<file path="src/rtl/pulse_gen_pkg.sv">
// Shared types and constants for the multi-channel pulse generator.
// Holds the channel state encoding and the edge selection codes.
package pulse_gen_pkg;

   typedef enum logic [1:0] {
      ST_IDLE    = 2'd0,
      ST_PULSE   = 2'd1,
      ST_HOLDOFF = 2'd2
   } state_t;

   localparam logic [1:0] EDGE_RISE = 2'b00;
   localparam logic [1:0] EDGE_FALL = 2'b01;
   localparam logic [1:0] EDGE_BOTH = 2'b10;
   localparam logic [1:0] EDGE_NONE = 2'b11;

   function automatic logic edge_hit(
      input logic [1:0] sel,
      input logic       cur,
      input logic       prev
   );
      logic hit;
      case (sel)
         EDGE_RISE: hit = cur & ~prev;
         EDGE_FALL: hit = ~cur & prev;
         EDGE_BOTH: hit = cur ^ prev;
         default:   hit = 1'b0;
      endcase
      return hit;
   endfunction

endpackage

</file>
<file path="src/rtl/pulse_gen_chan.sv">
// One pulse generator channel: edge detect, IDLE/PULSE/HOLDOFF FSM, overrun.
// PULSE_GEN_SYNC_EN adds a 2-flop input synchroniser ahead of edge detect.
module pulse_gen_chan #(
   parameter int CNT_W = 8
) (
   input  logic             clk,
   input  logic             rst_n,
   input  logic             en,
   input  logic             sig,
   input  logic [1:0]       edge_sel,
   input  logic [CNT_W-1:0] pulse_len,
   input  logic [CNT_W-1:0] holdoff_len,
   input  logic             retrig,
   input  logic             clr_overrun,
   output logic             pulse_out,
   output logic             busy,
   output logic             overrun
);
   import pulse_gen_pkg::*;

   localparam logic [CNT_W-1:0] ONE = 1;

   logic             cur;
   logic             in_d;
   logic [1:0]       pcnt;
   logic             ev;
   logic             drop;
   logic             ovr;
   logic [CNT_W-1:0] cnt;
   logic [CNT_W-1:0] len_m1;
   logic [CNT_W-1:0] hold_m1;
   state_t           state;

`ifdef PULSE_GEN_SYNC_EN
   localparam logic [1:0] PRIME_N = 2'd3;
   logic [1:0] sync_q;

   // two-stage synchroniser for the asynchronous input bit
   always_ff @(posedge clk or negedge rst_n) begin
      if (!rst_n) sync_q <= 2'b00;
      else        sync_q <= {sync_q[0], sig};
   end

   assign cur = sync_q[1];
`else
   localparam logic [1:0] PRIME_N = 2'd1;

   assign cur = sig;
`endif

   // previous input sample and startup priming counter, run even when disabled
   always_ff @(posedge clk or negedge rst_n) begin
      if (!rst_n) begin
         in_d <= 1'b0;
         pcnt <= 2'd0;
      end else begin
         in_d <= cur;
         if (pcnt != PRIME_N) pcnt <= pcnt + 2'd1;
      end
   end

   assign ev      = (pcnt == PRIME_N) & edge_hit(edge_sel, cur, in_d);
   assign len_m1  = (pulse_len == '0) ? '0 : pulse_len - ONE;
   assign hold_m1 = holdoff_len - ONE;

   // an event is lost when the channel is busy and cannot reload
   always_comb begin
      drop = 1'b0;
      if (en && ev) begin
         case (state)
            ST_PULSE:   drop = ~retrig;
            ST_HOLDOFF: drop = 1'b1;
            default:    drop = 1'b0;
         endcase
      end
   end

   // channel state machine and shared pulse/hold-off counter
   always_ff @(posedge clk or negedge rst_n) begin
      if (!rst_n) begin
         state <= ST_IDLE;
         cnt   <= '0;
      end else if (!en) begin
         state <= ST_IDLE;
         cnt   <= '0;
      end else begin
         unique case (state)
            ST_IDLE: begin
               if (ev) begin
                  state <= ST_PULSE;
                  cnt   <= len_m1;
               end
            end
            ST_PULSE: begin
               if (ev && retrig) begin
                  cnt <= len_m1;
               end else if (cnt != '0) begin
                  cnt <= cnt - ONE;
               end else if (holdoff_len != '0) begin
                  state <= ST_HOLDOFF;
                  cnt   <= hold_m1;
               end else begin
                  state <= ST_IDLE;
               end
            end
            ST_HOLDOFF: begin
               if (cnt != '0) cnt <= cnt - ONE;
               else           state <= ST_IDLE;
            end
            default: begin
               state <= ST_IDLE;
               cnt   <= '0;
            end
         endcase
      end
   end

   // sticky overrun; a new drop beats a simultaneous clear
   always_ff @(posedge clk or negedge rst_n) begin
      if (!rst_n) ovr <= 1'b0;
      else        ovr <= drop | (ovr & ~clr_overrun);
   end

   assign pulse_out = (state == ST_PULSE);
   assign busy      = (state != ST_IDLE);
   assign overrun   = ovr;

endmodule

</file>
<file path="src/rtl/pulse_gen_multi.sv">
// Multi-channel pulse generator top: NUM_CH independent channels, shared config.
// Optional macro PULSE_GEN_SYNC_EN enables per-bit input synchronisers.
module pulse_gen_multi #(
   parameter int NUM_CH = 4,
   parameter int CNT_W  = 8
) (
   input  logic              clk,
   input  logic              rst_n,
   input  logic              en,
   input  logic [NUM_CH-1:0] in,
   input  logic [1:0]        edge_sel,
   input  logic [CNT_W-1:0]  pulse_len,
   input  logic [CNT_W-1:0]  holdoff_len,
   input  logic              retrig,
   input  logic              clr_overrun,
   output logic [NUM_CH-1:0] pulse_out,
   output logic [NUM_CH-1:0] busy,
   output logic [NUM_CH-1:0] overrun
);

   for (genvar i = 0; i < NUM_CH; i++) begin : g_ch
      pulse_gen_chan #(
         .CNT_W(CNT_W)
      ) u_chan (
         .clk         (clk),
         .rst_n       (rst_n),
         .en          (en),
         .sig         (in[i]),
         .edge_sel    (edge_sel),
         .pulse_len   (pulse_len),
         .holdoff_len (holdoff_len),
         .retrig      (retrig),
         .clr_overrun (clr_overrun),
         .pulse_out   (pulse_out[i]),
         .busy        (busy[i]),
         .overrun     (overrun[i])
      );
   end

endmodule

</file>
<file path="config.mk">
export PLATFORM = sky130hd
export DESIGN_NAME = pulse_gen_multi
export DESIGN_NICKNAME = d
export VERILOG_FILES = /design/src/rtl/pulse_gen_pkg.sv /design/src/rtl/pulse_gen_chan.sv /design/src/rtl/pulse_gen_multi.sv
export SDC_FILE = /design/constraint.sdc
export NUM_CORES = 1
export LEC_CHECK = 0
export CORE_MARGIN = 2
export CORE_UTILIZATION = 61
export CTS_CLUSTER_DIAMETER = 100
export DETAILED_ROUTE_END_ITERATION = 10
export PLACE_DENSITY = 0.95
export SETUP_SLACK_MARGIN = 0.3
export SLEW_MARGIN = 10
export SYNTH_ARGS = -nofsm -noshare
export SYNTH_HDL_FRONTEND = slang
export SYNTH_SLANG_ARGS = --single-unit
export TNS_END_PERCENT = 5
</file>
<file path="constraint.sdc">
create_clock -name clk -period 4.02 [get_ports clk]
set_input_delay 0.603 -clock clk [delete_from_list [all_inputs] [get_ports clk]]
set_output_delay 0.603 -clock clk [all_outputs]
set_load 0.02 [all_outputs]
</file>
==> qor.json, run 1 <==
{
  "run_status": {"value": "finished, final reports clean"},
  "final_worst_path_period_share": {"value": 74.68, "unit": "%"},
  "grt_first_pass_wirelength": {"value": 20530, "unit": "um"},
  "timing.fmax": {"value": 333.1, "unit": "MHz"},
  "path_delay_family": {"value": "compound AO/OA/AOI/OAI gates"},
  "worst_r2r_startpoint": {"value": "g_ch[2].u_chan.cnt[0]"},
  "syn_area_per_cell": {"value": 8.774, "unit": "um2"},
  "gr-usage-all-layers": {"value": 29.93, "unit": "%"},
  "placeableCoreArea": {"value": 7687, "unit": "um2"},
  "initialDrtViolationCount": {"value": 520},
  "detail_route.wl_per_cell": {"value": 19.01, "unit": "um"},
  "wl": {"value": 12720, "unit": "um"},
  "regToRegSetupSlack": {"value": 1390, "unit": "ps"},
  "critPathBufInv": {"value": 1},
  "die_height": {"value": 92.70, "unit": "um"},
  "power_per_cell_area": {"value": 708.0, "unit": "nW/um2"},
  "setup.worst_path.start_class": {"value": "input port"},
  "maximum_number_of_pins_on_one_net_before_global_route_repair": {"value": 40},
  "vias_per_cell": {"value": 6.723},
  "worstRegToRegCells": {"value": 8},
  "cpMaxStageDelayCell": {"value": "sky130_fd_sc_hd__clkdlybuf4s50_1"},
  "synth_most_common_cell": {"value": "sky130_fd_sc_hd__dfrtp_1"},
  "synth_area_leader_cell": {"value": "sky130_fd_sc_hd__dfrtp_1"},
  "max_slew.worst_pin.slew": {"value": 871.5, "unit": "ps"},
  "setup_tns": {"value": 0, "unit": "ps"},
  "finClkSkew": {"value": 8.197, "unit": "ps"},
  "clock_tree.root_cell": {"value": "sky130_fd_sc_hd__clkbuf_8"},
  "postSynthRegisterBits": {"value": 56},
  "crit_path_from": {"value": "edge_sel[0]"},
  "synth.net_count": {"value": 614},
  "die_area": {"value": 8593, "unit": "um2"},
  "placement.io_buffers": {"value": 38},
  "path_max_fanout": {"value": 15},
  "fp.dieW": {"value": 92.70, "unit": "um"},
  "setup_violations_final": {"value": 0},
  "p_leak": {"value": 2.312, "unit": "nW"},
  "cap_violations": {"value": 0},
  "type_of_element_capturing_the_critical_path": {"value": "flip-flop"},
  "post-cts-setup-buffer-count": {"value": 0},
  "synth_async_sr_flop_share": {"value": 100.0, "unit": "%"},
  "num_io_pins": {"value": 39},
  "area_delta_synth_final": {"value": 9.776, "unit": "%"},
  "worst_min_path_class": {"value": "input port to asynchronous set/reset pin"},
  "synth_largest_type_area_fraction": {"value": 29.20, "unit": "%"},
  "predominant_post_synthesis_flop_cell": {"value": "sky130_fd_sc_hd__dfrtp_1"},
  "via_count_of_the_first_global_routing_pass": {"value": 4263},
  "cts_buffers": {"value": 5},
  "post_synth_num_cell_types": {"value": 75},
  "final_core_util": {"value": 68.54, "unit": "%"},
  "cts_num_sinks": {"value": 56},
  "clk-insertion-delay-late": {"value": 320, "unit": "ps"},
  "hpwl_reported_at_the_end_of_detailed_placement": {"value": 9435, "unit": "um"},
  "final_estimated_routing_congestion_in_global_placement": {"value": 0.9513},
  "tritoncts": {"value": "built"},
  "mappedNetlistArea": {"value": 4800, "unit": "um2"},
  "std_cell_rows": {"value": 32},
  "critPathKind": {"value": "input port to flip-flop"},
  "seq_area_frac_synth": {"value": 29.20, "unit": "%"},
  "start_util": {"value": 62.43, "unit": "%"},
  "crit_path_cell_trace": {"value": "clkdlybuf4s50_1 -> and4b_1 -> a311oi_1 -> a2111oi_0 -> o31a_1 -> a21o_1 -> a22o_1"},
  "worstPathArrival": {"value": 3210, "unit": "ps"},
  "antenna_cells_inserted": {"value": 0},
  "postRouteAntennaNets": {"value": 0},
  "maxSlewHeadroom": {"value": 41.90, "unit": "%"},
  "synth_cells": {"value": 547},
  "detailed_route_drc_error_count": {"value": 0},
  "num-nets-final": {"value": 633},
  "globalRoute.totalOverflow": {"value": 0},
  "cts_htree_levels": {"value": 2},
  "route.vias.total": {"value": 4498},
  "critical_path.reg2reg.endpoint": {"value": "g_ch[2].u_chan.state[1]"},
  "cts_hold_buf": {"value": 0},
  "rsz_0062_raised_after_global_routing": {"value": "false"},
  "cts_repair_resize_count": {"value": 0},
  "irDropWorstVdd": {"value": 0.0003767, "unit": "V"},
  "post_synth_main_area_contributors": {"value": "sky130_fd_sc_hd__dfrtp_1 (29%), sky130_fd_sc_hd__ha_1 (10%), sky130_fd_sc_hd__a22o_1 (3.8%)"},
  "final_layout_size_suffix_gt1_share": {"value": 6.526, "unit": "%"},
  "clk_path_buf_depth": {"value": 2},
  "finalMaxSlewViolations": {"value": 0},
  "hold_viol": {"value": 0},
  "firstDrtPassIters": {"value": 5},
  "synth.yosys.warnings": {"value": 0},
  "worstPathRequired": {"value": 4230, "unit": "ps"},
  "yosys-top-cells-count": {"value": "sky130_fd_sc_hd__dfrtp_1 (56), sky130_fd_sc_hd__inv_1 (48), sky130_fd_sc_hd__ha_1 (40), sky130_fd_sc_hd__nand2_1 (39), sky130_fd_sc_hd__nor2_1 (35)"},
  "layout_min_cycle_time": {"value": 3002, "unit": "ps"},
  "antenna_found_initial": {"value": 0},
  "worst_setup_hold_path_clk_slew": {"value": 110, "unit": "ps"},
  "critical_path.max_stage_delay": {"value": 820, "unit": "ps"},
  "synth_edf_count": {"value": 0}
}
## stage by stage
step	total power (W)	setup slack [ps]	area, um2	instances	hold slack, ps
after detailed placement	0.003280	760.4	5161	661	463.1
after global placement	0.003173	854.1	5161	661	457.2
after floorplan	0.002768	1607	4800	547	307.4
final	0.003730	1018	5269	669	389.9
after global routing	0.004003	925.2	5269	669	476.7
after CTS	0.003673	1102	5269	669	430.0
## routing by layer
layer	part of all wire, %	GRT usage [%]
met1	41	40.65
met2	46	47.99
met3	9.0	4.801
met4	4.4	11.89
met5	0	0
## cells by family (layout without fill, tap and decap cells)
group / Yosys count / in the layout / share of synthesized area (%)
AO/OA/AOI/OAI: 155 / 155 / 25.26
multiplexers: 15 / 15 / 3.128
AND/OR/NAND/NOR: 177 / 177 / 19.94
buffers and inverters: 79 / 99 / 7.481
XOR/XNOR: 25 / 25 / 4.562
adder cells (fa/ha/maj): 40 / 40 / 10.43
flip-flops: 56 / 56 / 29.20
## placed cells by master, fill, tap and decap left out, types with 19 or more instances in the layout
master / Yosys / routed
sky130_fd_sc_hd__clkdlybuf4s50_1: 0 / 37
sky130_fd_sc_hd__a22o_1: 21 / 21
sky130_fd_sc_hd__dfrtp_1: 56 / 56
sky130_fd_sc_hd__inv_1: 48 / 48
sky130_fd_sc_hd__ha_1: 40 / 40
sky130_fd_sc_hd__nor3_1: 19 / 19
sky130_fd_sc_hd__nor2_1: 35 / 35
sky130_fd_sc_hd__o21ai_0: 27 / 27
sky130_fd_sc_hd__nand2_1: 39 / 39
## flip-flops by register name (all words and copies together) (netlist names)
name                 cells
g_ch.u_chan.state        8
g_ch.u_chan.pcnt         8
g_ch.u_chan.cnt         32
g_ch.u_chan.overrun      4
g_ch.u_chan.in_d         4
## area by class of cell
| class | count | area, um2 |
|---|---|---|
| multi-input cells | 412 | 3039 |
| well taps | 102 | 127.6 |
| clock buffers | 6 | 72.57 |
| inverters | 48 | 180.2 |
| repair buffers | 43 | 412.9 |
| clock inverters | 2 | 35.03 |
| flip-flops and latches | 56 | 1401 |
| fillers | 598 | 2419 |
## power by group
| part | internal [W] | switching (W) | leakage (nW) |
|---|---|---|---|
| Sequential | 0.000735 | 0.000220 | 0.724 |
| Combinational | 0.00101 | 0.00138 | 1.53 |
| Clock | 0.000186 | 0.000196 | 0.0552 |
| Total | 0.00193 | 0.00180 | 2.31 |
## worst max-delay path by stage
stage | to | slack, ps | cells past startpoint
after global routing | g_ch[0].u_chan.cnt[2] | 930 | 7
after global placement | g_ch[0].u_chan.cnt[2] | 850 | 7
after detailed placement | g_ch[0].u_chan.cnt[2] | 760 | 7
after floorplan | g_ch[2].u_chan.cnt[0] | 1610 | 8
after CTS | g_ch[0].u_chan.cnt[2] | 1100 | 7
final | g_ch[0].u_chan.cnt[2] | 1020 | 7
(Power assumes the default switching activity.)
==> inputs of run 2 (changes only) <==
--- a/config.mk
+++ b/config.mk
@@ -6,10 +6,10 @@
 export NUM_CORES = 1
 export LEC_CHECK = 0
 export CORE_MARGIN = 2
-export CORE_UTILIZATION = 61
+export CORE_UTILIZATION = 60
 export CTS_CLUSTER_DIAMETER = 100
 export DETAILED_ROUTE_END_ITERATION = 10
-export PLACE_DENSITY = 0.95
+export PLACE_DENSITY = 0.94
 export SETUP_SLACK_MARGIN = 0.3
 export SLEW_MARGIN = 10
 export SYNTH_ARGS = -nofsm -noshare
==> constraint.sdc (replaced) <==
create_clock -name clk -period 2.85 [get_ports clk]
set_input_delay 0.4275 -clock clk [delete_from_list [all_inputs] [get_ports clk]]
set_output_delay 0.4275 -clock clk [all_outputs]
set_load 0.02 [all_outputs]
==> run 2 against run 1 <==
Compared with the run above:
- critical path depth increased by 2
- hold slack got worse by 170 ps
- largest power group unchanged
- die area up 1.6%
- global-route usage rose by 1.8 points
- total power grew 45%
- combinational power is 49% higher
- non-clock buffer count is 30 higher
==> qor.json, run 2 (synthesis results as in run 1) <==
{
  "worst-path-stages": {"value": 9, "change": "was 7"},
  "cts_num_sinks": {"value": 56, "change": "unchanged"},
  "clock_tree.root_cell": {"value": "sky130_fd_sc_hd__clkbuf_8", "change": "unchanged"},
  "fp.dieW": {"value": 93.44, "unit": "um", "change": "was 92.70 um"},
  "vias_per_cell": {"value": 6.648, "change": "was 6.723"},
  "timing.fmax": {"value": 396.2, "unit": "MHz"},
  "path_delay_family": {"value": "compound AO/OA/AOI/OAI gates", "change": "unchanged"},
  "critPathBufInv": {"value": 2, "change": "was 1"},
  "top_register": {"value": "g_ch.u_chan.cnt", "change": "unchanged"},
  "start_util": {"value": 62.11, "unit": "%", "change": "was 62.43%"},
  "critical_path.max_stage_delay": {"value": 500, "unit": "ps", "change": "was 820 ps"},
  "clk-insertion-delay-late": {"value": 330, "unit": "ps", "change": "was 320 ps"},
  "firstDrtPassIters": {"value": 6, "change": "was 5"},
  "die_height": {"value": 93.44, "unit": "um", "change": "was 92.70 um"},
  "type_of_element_capturing_the_critical_path": {"value": "flip-flop", "change": "unchanged"},
  "critical_path.endpoint": {"value": "g_ch[2].u_chan.cnt[2]", "change": "was g_ch[0].u_chan.cnt[2]"},
  "cpMaxStageDelayCell": {"value": "sky130_fd_sc_hd__clkdlybuf4s50_1", "change": "unchanged"},
  "die_area": {"value": 8731, "unit": "um2", "change": "was 8593 um2"},
  "finClkSkew": {"value": 12.74, "unit": "ps", "change": "was 8.197 ps"},
  "worst_min_path_class": {"value": "input port to asynchronous set/reset pin", "change": "unchanged"},
  "antenna_cells_inserted": {"value": 0, "change": "unchanged"},
  "worst_setup_hold_path_clk_slew": {"value": 110, "unit": "ps", "change": "about the same"},
  "placeableCoreArea": {"value": 7727, "unit": "um2", "change": "was 7687 um2"},
  "largest_reg_flops": {"value": 32, "change": "unchanged"},
  "placement.io_buffers": {"value": 38, "change": "unchanged"},
  "wl": {"value": 13320, "unit": "um", "change": "was 12720 um"},
  "final_core_util": {"value": 71.16, "unit": "%", "change": "was 68.54%"},
  "hold_viol": {"value": 0, "change": "unchanged"},
  "cts_htree_levels": {"value": 2, "change": "unchanged"},
  "p_leak": {"value": 2.460, "unit": "nW", "change": "was 2.312 nW"},
  "most_common_cell_after_layout_fill_and_taps_aside": {"value": "sky130_fd_sc_hd__dfrtp_1", "change": "unchanged"},
  "cts_buffers": {"value": 5, "change": "unchanged"},
  "largestRegisters": {"value": "g_ch.u_chan.cnt: 32 flops, g_ch.u_chan.pcnt: 8 flops, g_ch.u_chan.state: 8 flops", "change": "unchanged"},
  "hpwl_reported_at_the_end_of_detailed_placement": {"value": 10030, "unit": "um", "change": "was 9435 um"},
  "worstRegToRegCells": {"value": 7, "change": "was 8"},
  "globalRoute.totalOverflow": {"value": 0, "change": "unchanged"},
  "critPathKind": {"value": "input port to flip-flop", "change": "unchanged"},
  "path_max_fanout": {"value": 8, "change": "was 15"},
  "max_slew.worst_pin.slew": {"value": 734.2, "unit": "ps", "change": "was 871.5 ps"},
  "initialDrtViolationCount": {"value": 486, "change": "was 520"},
  "cap_violations": {"value": 0, "change": "unchanged"},
  "regToRegSetupSlack": {"value": 410, "unit": "ps", "change": "was 1390 ps"},
  "clk_path_buf_depth": {"value": 2, "change": "unchanged"},
  "worstPathArrival": {"value": 2780, "unit": "ps", "change": "was 3210 ps"},
  "maximum_number_of_pins_on_one_net_before_global_route_repair": {"value": 57, "change": "was 40"},
  "worstPathRequired": {"value": 3110, "unit": "ps", "change": "was 4230 ps"},
  "run_status": {"value": "finished, final reports clean", "change": "unchanged"},
  "final_estimated_routing_congestion_in_global_placement": {"value": 0.9501, "change": "was 0.9513"},
  "detailed_route_drc_error_count": {"value": 0, "change": "unchanged"},
  "cts_hold_buf": {"value": 0, "change": "unchanged"},
  "finalMaxSlewViolations": {"value": 0, "change": "unchanged"},
  "route.vias.total": {"value": 4647, "change": "was 4498"},
  "final_worst_path_period_share": {"value": 88.57, "unit": "%"},
  "crit_path_from": {"value": "in[2]", "change": "was edge_sel[0]"},
  "gr-usage-all-layers": {"value": 31.73, "unit": "%", "change": "was 29.93%"},
  "via_count_of_the_first_global_routing_pass": {"value": 4590, "change": "was 4263"},
  "critical_path.reg2reg.endpoint": {"value": "g_ch[1].u_chan.cnt[1]", "change": "was g_ch[2].u_chan.state[1]"},
  "power_per_cell_area": {"value": 981.5, "unit": "nW/um2", "change": "was 708.0 nW/um2"},
  "num-nets-final": {"value": 663, "change": "was 633"},
  "area_delta_synth_final": {"value": 14.57, "unit": "%", "change": "was 9.776%"},
  "antenna_found_initial": {"value": 0, "change": "unchanged"},
  "fillerInstances": {"value": 572, "change": "was 598"},
  "detail_route.wl_per_cell": {"value": 19.05, "unit": "um", "change": "was 19.01 um"},
  "maxSlewHeadroom": {"value": 50.41, "unit": "%", "change": "was 41.90%"},
  "std_cell_rows": {"value": 32, "change": "unchanged"},
  "worst_r2r_startpoint": {"value": "g_ch[1].u_chan.cnt[0]", "change": "was g_ch[2].u_chan.cnt[0]"},
  "final_layout_size_suffix_gt1_share": {"value": 11.89, "unit": "%", "change": "was 6.526%"},
  "setup_violations_final": {"value": 0, "change": "unchanged"},
  "grt_first_pass_wirelength": {"value": 21960, "unit": "um", "change": "was 20530 um"},
  "crit_path_cell_trace": {"value": "clkdlybuf4s50_1 -> inv_1 -> ha_1 -> and2_1 -> o31ai_4 -> a21oi_1 -> a221o_2 -> nor3_4 -> a22o_1", "change": "was clkdlybuf4s50_1 -> and4b_1 -> a311oi_1 -> a2111oi_0 -> o31a_1 -> a21o_1 -> a22o_1"},
  "setup.worst_path.start_class": {"value": "input port", "change": "unchanged"},
  "postRouteAntennaNets": {"value": 0, "change": "unchanged"},
  "finalPower": {"value": 0.005397, "unit": "W", "change": "was 0.003730 W"},
  "num_io_pins": {"value": 39, "change": "unchanged"},
  "rsz_0062_raised_after_global_routing": {"value": "true", "change": "was false"},
  "layout_common_cells": {"value": "sky130_fd_sc_hd__dfrtp_1 (56), sky130_fd_sc_hd__inv_1 (48), sky130_fd_sc_hd__ha_1 (40)", "change": "unchanged"},
  "worst_hold_slack": {"value": 220.1, "unit": "ps", "change": "was 389.9 ps"},
  "layout_min_cycle_time": {"value": 2524, "unit": "ps"},
  "irDropWorstVdd": {"value": 0.0006067, "unit": "V", "change": "was 0.0003767 V"},
  "tritoncts": {"value": "built", "change": "unchanged"}
}
==> run 2: routing by layer <==
metal  share of wire, %  track usage (%)  up-vias
li1                   -                -     2107
met1                 41            40.52     2234
met2                 47            53.36      247
met3                8.4            5.157       59
met4                3.7            12.99        0
met5                  0                0        -
==> run 2: worst min path at each step <==
stage / from / end / slack (ps)
finish: rst_n / g_ch[2].u_chan.pcnt[1] / 220
global route: rst_n / g_ch[0].u_chan.pcnt[0] / 300
CTS: rst_n / g_ch[2].u_chan.pcnt[1] / 270
detailed placement: g_ch[0].u_chan.pcnt[0] / g_ch[0].u_chan.pcnt[0] / 460
global placement: g_ch[0].u_chan.pcnt[0] / g_ch[0].u_chan.pcnt[0] / 460
floorplan: rst_n / g_ch[0].u_chan.cnt[0] / 130
==> run 2: through the flow <==
stage	area (um2)	worst slack [ps]	std cells	TNS (ps)
final	5499	325.8	699	0
after global routing	5499	226.6	699	0
after CTS	5478	290.2	698	0
after detailed placement	5379	-67.03	690	-332.7
after global placement	5379	57.10	690	0
after floorplan	4800	612.3	547	0
==> run 2: area by class of cell <==
type	count	area (um2)	area share, %
repair buffers	73	638.1	11.60
flip-flops and latches	56	1401	25.48
inverters	48	180.2	3.276
clock buffers	6	82.58	1.502
multi-input cells	412	3059	55.63
clock inverters	2	10.01	0.1820
well taps	102	127.6	2.321
==> run 2: report_power, final <==
group          total, W  internal [W]  switching (W)  leakage [nW]
Clock          0.000468      0.000195       0.000273        0.0510
Sequential      0.00137       0.00104       0.000329         0.724
Combinational   0.00356       0.00156        0.00200          1.68
Total           0.00540       0.00279        0.00260          2.46
==> run 2: repair_timing <==
action	in CTS	in global routing
setup endpoints to repair	4	23
gates resized for setup	1	3
pin swaps	0	2
buffers inserted	0	1
